<file path="config.mk">
export PLATFORM = sky130hd
export DESIGN_NAME = input_debounce2
export DESIGN_NICKNAME = d
export VERILOG_FILES = /design/src/rtl/input_debounce2.sv
export SDC_FILE = /design/constraint.sdc
export NUM_CORES = 1
export LEC_CHECK = 0
export ABC_AREA = 1
export CORE_UTILIZATION = 55
export DETAILED_ROUTE_END_ITERATION = 8
export GPL_TIMING_DRIVEN = 0
export PLACE_DENSITY = 0.81
export SLEW_MARGIN = 20
export SYNTH_ARGS = -nofsm -noshare
export SYNTH_HDL_FRONTEND = slang
export SYNTH_SLANG_ARGS = --single-unit
</file>
<file path="constraint.sdc">
create_clock -name CLK -period 3.6 [get_ports CLK]
set_input_delay 1.08 -clock CLK [delete_from_list [all_inputs] [get_ports CLK]]
set_output_delay 1.08 -clock CLK [all_outputs]
set_load 0.05 [all_outputs]
</file>
<file path="src/rtl/input_debounce2.sv">
// Two-channel input conditioner: two-flop synchronizer, counter-based debounce and
// registered rise/fall strobes per channel. Channel A is index 0, channel B is index 1.
module input_debounce2 #(
  parameter int STABLE_CYCLES = 120000,
  parameter int CNT_W         = 17
) (
  input  logic CLK,
  input  logic RST,
  input  logic in_a,
  input  logic in_b,
  output logic a,
  output logic b,
  output logic rise_a,
  output logic fall_a,
  output logic rise_b,
  output logic fall_b
);

  localparam logic [CNT_W-1:0] LAST = CNT_W'(STABLE_CYCLES - 1);

  logic [1:0] raw;
  logic [1:0] lvl;
  logic [1:0] rise;
  logic [1:0] fall;

  assign raw = {in_b, in_a};

  for (genvar g = 0; g < 2; g++) begin : g_ch
    logic             s1;
    logic             s2;
    logic             out_q;
    logic             rise_q;
    logic             fall_q;
    logic [CNT_W-1:0] cnt;

    // s1 absorbs metastability; only s2 feeds the debounce decision.
    always_ff @(posedge CLK or posedge RST) begin
      if (RST) begin
        s1 <= 1'b0;
        s2 <= 1'b0;
      end else begin
        s1 <= raw[g];
        s2 <= s1;
      end
    end

    // A run of STABLE_CYCLES consecutive mismatches commits the new level;
    // any agreement in between clears the run, so cnt never passes LAST.
    always_ff @(posedge CLK or posedge RST) begin
      if (RST) begin
        cnt    <= '0;
        out_q  <= 1'b0;
        rise_q <= 1'b0;
        fall_q <= 1'b0;
      end else begin
        rise_q <= 1'b0;
        fall_q <= 1'b0;
        if (s2 == out_q) begin
          cnt <= '0;
        end else if (cnt == LAST) begin
          cnt    <= '0;
          out_q  <= s2;
          rise_q <= s2;
          fall_q <= ~s2;
        end else begin
          cnt <= cnt + 1'b1;
        end
      end
    end

    assign lvl[g]  = out_q;
    assign rise[g] = rise_q;
    assign fall[g] = fall_q;
  end

  assign a      = lvl[0];
  assign b      = lvl[1];
  assign rise_a = rise[0];
  assign fall_a = fall[0];
  assign rise_b = rise[1];
  assign fall_b = fall[1];

endmodule

</file>
==> results of run 1 <==
## report_power, final
part           internal [mW]  leakage, nW  switching (mW)
Sequential             0.501        0.601         0.00664
Combinational         0.0153        0.518          0.0262
Clock                  0.132       0.0400           0.167
## state kept, by name, indices dropped and copies added, names as in the netlist
signal	count
g_ch.s2	2
g_ch.cnt	34
fall_b	1
rise_a	1
rise_b	1
fall_a	1
g_ch.s1	2
a	1
b	1
## worst max path at each step
stage | to | slack [ns] | cells past startpoint
5_1_grt | b | 0.91 | 1
3_3_place_gp | g_ch[0].cnt[0] | 0.63 | 2
2_1_floorplan | a | 1.49 | 1
6_report | b | 0.98 | 1
4_1_cts | b | 0.98 | 1
3_5_place_dp | b | 1.29 | 1
## kinds of logic after synthesis
kind of cell / synth area share
AO/OA/AOI/OAI: 0.0150
XOR/XNOR: 0.0674
adder cells (fa/ha/maj): 0.0107
buffers and inverters: 0.0743
flip-flops: 0.471
AND/OR/NAND/NOR: 0.362
## area by class of cell
class,instances,area [sq um],share of cell area
Clock inverter,2,12.5,0.00482
Tap cell,50,62.6,0.0241
Sequential cell,44,1100,0.425
Clock buffer,5,68.8,0.0265
Inverter,41,154,0.0593
Timing Repair Buffer,10,110,0.0425
Buffer,1,20.0,0.00772
Multi-Input combinational cell,206,1060,0.411
## metal layers
layer	track usage	vias to the layer above	part of all wire
li1	-	938	-
met1	0.309	865	0.46
met2	0.369	38	0.47
met3	0.0439	8	0.047
met4	0.0771	0	0.015
met5	0	-	0
## metrics by stage
step	area, sq um	hold WS, ns	setup WS (ns)
after global routing	2590	0.383	0.905
final	2590	0.369	0.980
after floorplan	2340	0.331	1.49
after global placement	2490	0.331	0.634
after detailed placement	2510	0.350	1.29
after CTS	2590	0.372	0.976
## cell usage in the layout (no fill, tap or decap), types with 3 or more instances in the layout
cell type / count
nand2_1: 62
nor2_1: 51
dfrtp_1: 44
inv_1: 36
nand3_1: 20
nor2_2: 14
xor2_1: 14
clkdlybuf4s50_1: 9
nand4_1: 8
nand2_2: 6
nor3_1: 6
inv_2: 5
clkbuf_8: 5
nand3_2: 4
xnor2_1: 4
nor2_4: 3
==> run metrics, run 1 <==
row count 23; Yosys top cell area share 0.471; GP Congestion 0.909; final WL 4410 um; Power per Cell Area 327 nW/um^2; CP bufs+invs 1; post-CTS setup buffers 0; Yosys top cell by area dfrtp_1; RR Startpoint g_ch[0].cnt[0]; CP Class flop to output port; router iterations before antenna repair 4; CTS tree yes; WHS Endpoint g_ch[1].s2; crit-path cells clkdlybuf4s50_1; Peak VDD IR 178 uV; # IOs 10; antenna-violating nets left 0; Initial Util 0.581; vias 1849; worst skew pair latency 0.29 ns; die area 4520 sq um; setup TNS 0 ns; 1st-iter DRT viols 131; Crit-path slowest cell clkdlybuf4s50_1; total gr overflow 0; CP top delay family buffers and inverters; Finished Core Util 0.644; largest net degree at the start of global routing 34; worst hold stages 0; syn_nets 298; Die Width 67.2 um; Synth Register Bits 44; Post-Syn Instances 292; Netlist cell types 25; crit path capture type output port; Routed wire per std cell 12.3 um; Slew @ Worst Pin 0.517 ns; Root Driver clkbuf_8; # hold bufs at CTS 0; placed cell count 352; most frequent cell after synthesis nand2_1; CP max FO 5; status finished clean; FILL cells 354; fin. max-slew vios 0; CP required 2.52 ns; slew margin rel. 0.655; initial antenna violation count 0; RSZ-0062 raised after global routing false; setup violation total in the final timing report 0; Final Hold Fails 0; first-pass GRT wire length 7710 um; Commonest cells post-synth nand2_1 (62), nor2_1 (51), dfrtp_1 (44), inv_1 (37), nand3_1 (20); Tmin final 2.62 ns; reg-to-reg slack, setup 2.15 ns; Max Cap Viol 0; Clock Path Buffers 2; PostCTS Resize Cnt 0; Mean Syn Cell Area 8.01 sq um; CTS sink count 44; register area share after synthesis 0.471; vias per cell 5.15; NumNets Final 315; fraction of registers with async set/reset 1.00; # H-tree levels 2; Pleak 1.16 nW; number of synthesized flops with an enable pin 0; Num CTS Buffers 5; Finished Layout Cells 359; period utilization 0.728; synth warn 0; total power 0.848 mW; Worst EP arrival 1.54 ns; Critical Path Source b; ys flop type dfrtp_1; Layout Skew 0.00351 ns; Synth Cell Area 2340 sq um; DRC Markers 0; DP HPWL 3260 um; number of global-route vias before repair 1690; Antenna diodes 0; Fmax 0.382 GHz; R2R Path End g_ch[0].cnt[12]; Die Y 67.2 um; FF-to-FF path depth 6; HP Start g_ch[1].s1; GRT Resource Usage Total 0.229; CP peak stage delay 0.83 ns; I/O Buffers 9; critical path launch point type flop; layout cell share with drive strength beyond 1 0.139; core box area 4030 sq um; synth top area cells dfrtp_1 (47%), nand2_1 (9.9%), nor2_1 (8.2%); clock-pin slew on the worst setup and hold paths 0.08 ns; Hold WC Path Type flop to flop; Area Overhead vs Synth 10.9%
Note: power is estimated with default switching activity, not from simulation.
==> run 2: changes to the inputs <==
--- a/config.mk
+++ b/config.mk
@@ -6,10 +6,10 @@
 export NUM_CORES = 1
 export LEC_CHECK = 0
 export ABC_AREA = 1
-export CORE_UTILIZATION = 55
+export CORE_UTILIZATION = 54
 export DETAILED_ROUTE_END_ITERATION = 8
 export GPL_TIMING_DRIVEN = 0
-export PLACE_DENSITY = 0.81
+export PLACE_DENSITY = 0.83
 export SLEW_MARGIN = 20
 export SYNTH_ARGS = -nofsm -noshare
 export SYNTH_HDL_FRONTEND = slang
==> constraint.sdc (replaced) <==
create_clock -name CLK -period 2.1 [get_ports CLK]
set_input_delay 0.63 -clock CLK [delete_from_list [all_inputs] [get_ports CLK]]
set_output_delay 0.63 -clock CLK [all_outputs]
set_load 0.05 [all_outputs]
==> run 2 against run 1 <==
  * First-iteration DRC count fell by 13%
  * Wire length increased by 1.2%
  * Hold slack worse by 0.0078 ns
  * Highest routed layer unchanged
  * Via count is 0.11% higher
  * Sequential cell count unchanged
==> run metrics, run 2 (synthesis results as in run 1) <==
worst skew pair latency 0.30 ns (was 0.29 ns); Critical Path Source fall_a (was b); RSZ-0062 raised after global routing false (unchanged); setup violation total in the final timing report 0 (unchanged); Peak VDD IR 345 uV (was 178 uV); reg-to-reg slack, setup 0.64 ns (was 2.15 ns); RR Startpoint g_ch[0].cnt[0] (unchanged); number of global-route vias before repair 1813 (was 1690); router iterations before antenna repair 4 (unchanged); Max Cap Viol 0 (unchanged); Final WS setup 0.0520 ns (was 0.980 ns); die area 4600 sq um (was 4520 sq um); Antenna diodes 0 (unchanged); sequential cell area 1100 sq um (unchanged); # H-tree levels 2 (unchanged); Area Overhead vs Synth 11.3% (was 10.9%); area of the multi-input gates 1060 sq um (unchanged); antenna-violating nets left 0 (unchanged); row count 23 (unchanged); Die Width 67.8 um (was 67.2 um); DP HPWL 3170 um (was 3260 um); commonest non-fill, non-tap cell in the layout nand2_1 (unchanged); crit path capture type output port (unchanged); WHS Endpoint g_ch[1].s2 (unchanged); worst hold stages 0 (unchanged); CP required 1.47 ns (was 2.52 ns); Hold WS 0.361 ns (was 0.369 ns); largest net degree at the start of global routing 33 (was 34); clock-pin slew on the worst setup and hold paths 0.08 ns (about the same); Clock Path Buffers 2 (unchanged); Most flops, register g_ch.cnt (unchanged); post-CTS setup buffers 0 (unchanged); leading cell types in the layout, fill and taps excluded nand2_1 (62), nor2_1 (51), dfrtp_1 (44), inv_1 (36), nand3_1 (20) (unchanged); Routed wire per std cell 12.4 um (was 12.3 um); Die Y 67.8 um (was 67.2 um); Power per Cell Area 575 nW/um^2 (was 327 nW/um^2); crit-path cells clkdlybuf4s50_1 (unchanged); initial antenna violation count 0 (unchanged); Crit-path slowest cell clkdlybuf4s50_1 (unchanged); GRT Resource Usage Total 0.229 (about the same); Num CTS Buffers 5 (unchanged); core box area 4090 sq um (was 4030 sq um); vias 1851 (was 1849); CP bufs+invs 1 (unchanged); CTS tree yes (unchanged); # hold bufs at CTS 0 (unchanged); CP top delay family buffers and inverters (unchanged); CP peak stage delay 0.80 ns (was 0.83 ns); fin. max-slew vios 0 (unchanged); HP Start g_ch[1].s1 (unchanged); layout cell share with drive strength beyond 1 0.139 (about the same); CP Class flop to output port (unchanged); biggest regs g_ch.cnt (34), g_ch.s1 (2), g_ch.s2 (2) (unchanged); total gr overflow 0 (unchanged); Slew @ Worst Pin 0.495 ns (was 0.517 ns); GP Congestion 0.939 (was 0.909); I/O Buffers 9 (unchanged); first-pass GRT wire length 7710 um (about the same); # IOs 10 (unchanged); slew margin rel. 0.669 (was 0.655); Worst EP arrival 1.42 ns (was 1.54 ns); vias per cell 5.14 (was 5.15); max FFs per register 34 (unchanged); FILL cells 359 (was 354); period utilization 0.975; final WL 4470 um (was 4410 um); CTS sink count 44 (unchanged); Tmin final 2.05 ns; Final Hold Fails 0 (unchanged); Layout Skew 0.00536 ns (was 0.00351 ns); 1st-iter DRT viols 114 (was 131); CP max FO 1 (was 5); dpl ws 0.250 ns (was 1.29 ns); Hold WC Path Type flop to flop (unchanged); status finished clean (unchanged); Fmax 0.488 GHz; FF-to-FF path depth 6 (unchanged); R2R Path End g_ch[0].cnt[14] (was g_ch[0].cnt[12]); Pleak 1.17 nW (was 1.16 nW); Root Driver clkbuf_8 (unchanged); NumNets Final 315 (unchanged); DRC Markers 0 (unchanged); Initial Util 0.573 (was 0.581); critical path launch point type flop (unchanged)
==> run 2: changes by cell type in the layout (fill, tap and decap cells not counted) <==
cell / delta
clkbuf_1: +1
clkbuf_8: +1
clkdlybuf4s50_1: -2
dlygate4sd2_1: +2
clkinv_2: -1
==> run 2: area by class of cell <==
| type | instances | share of cell area |
|---|---|---|
| buffer | 1 | 0.00769 |
| clock buffer | 7 | 0.0332 |
| clock inverter | 1 | 0.00288 |
| inverter | 41 | 0.0591 |
| multi-input combinational | 206 | 0.409 |
| sequential | 44 | 0.423 |
| tap | 50 | 0.0240 |
| timing repair buffer | 10 | 0.0413 |
==> run 2: per-layer routing <==
metal,up-vias,track usage,wire [um]
li1,937,-,-
met1,851,0.295,2090
met2,55,0.360,2040
met3,8,0.0517,256
met4,0,0.115,76
met5,-,0,0
==> run 2: what timing repair did <==
item | in CTS | in global routing
gates resized for setup | 2 | 0
hold endpoints to repair | 0 | 0
endpoints found under the setup margin | 2 | 0
==> run 2: power breakdown <==
group | total [mW] | internal [mW] | switching (mW)
clock | 0.555 | 0.267 | 0.287
combinational | 0.0715 | 0.0263 | 0.0452
sequential | 0.870 | 0.860 | 0.0107
total | 1.50 | 1.15 | 0.343
==> run 2: worst max path at each step <==
stage                endpoint  slack, ns  cells past startpoint
2_1_floorplan               a       0.44                      1
3_5_place_dp                b       0.25                      1
5_1_grt                rise_a      0.005                      1
4_1_cts                fall_a       0.04                      1
6_report               fall_a       0.05                      1
3_3_place_gp   g_ch[0].cnt[0]      -0.41                      2
==> run 2: per-stage QoR <==
step	setup TNS (ns)	total power [mW]	instance area, sq um	std cells	utilization
6_report	0	1.50	2600	360	0.637
5_1_grt	0	1.55	2600	360	0.637
4_1_cts	0	1.51	2600	360	0.637
3_5_place_dp	0	0.960	2510	352	0.615
3_3_place_gp	-17.96	0.953	2490	351	0.610
2_1_floorplan	0	0.935	2340	292	-
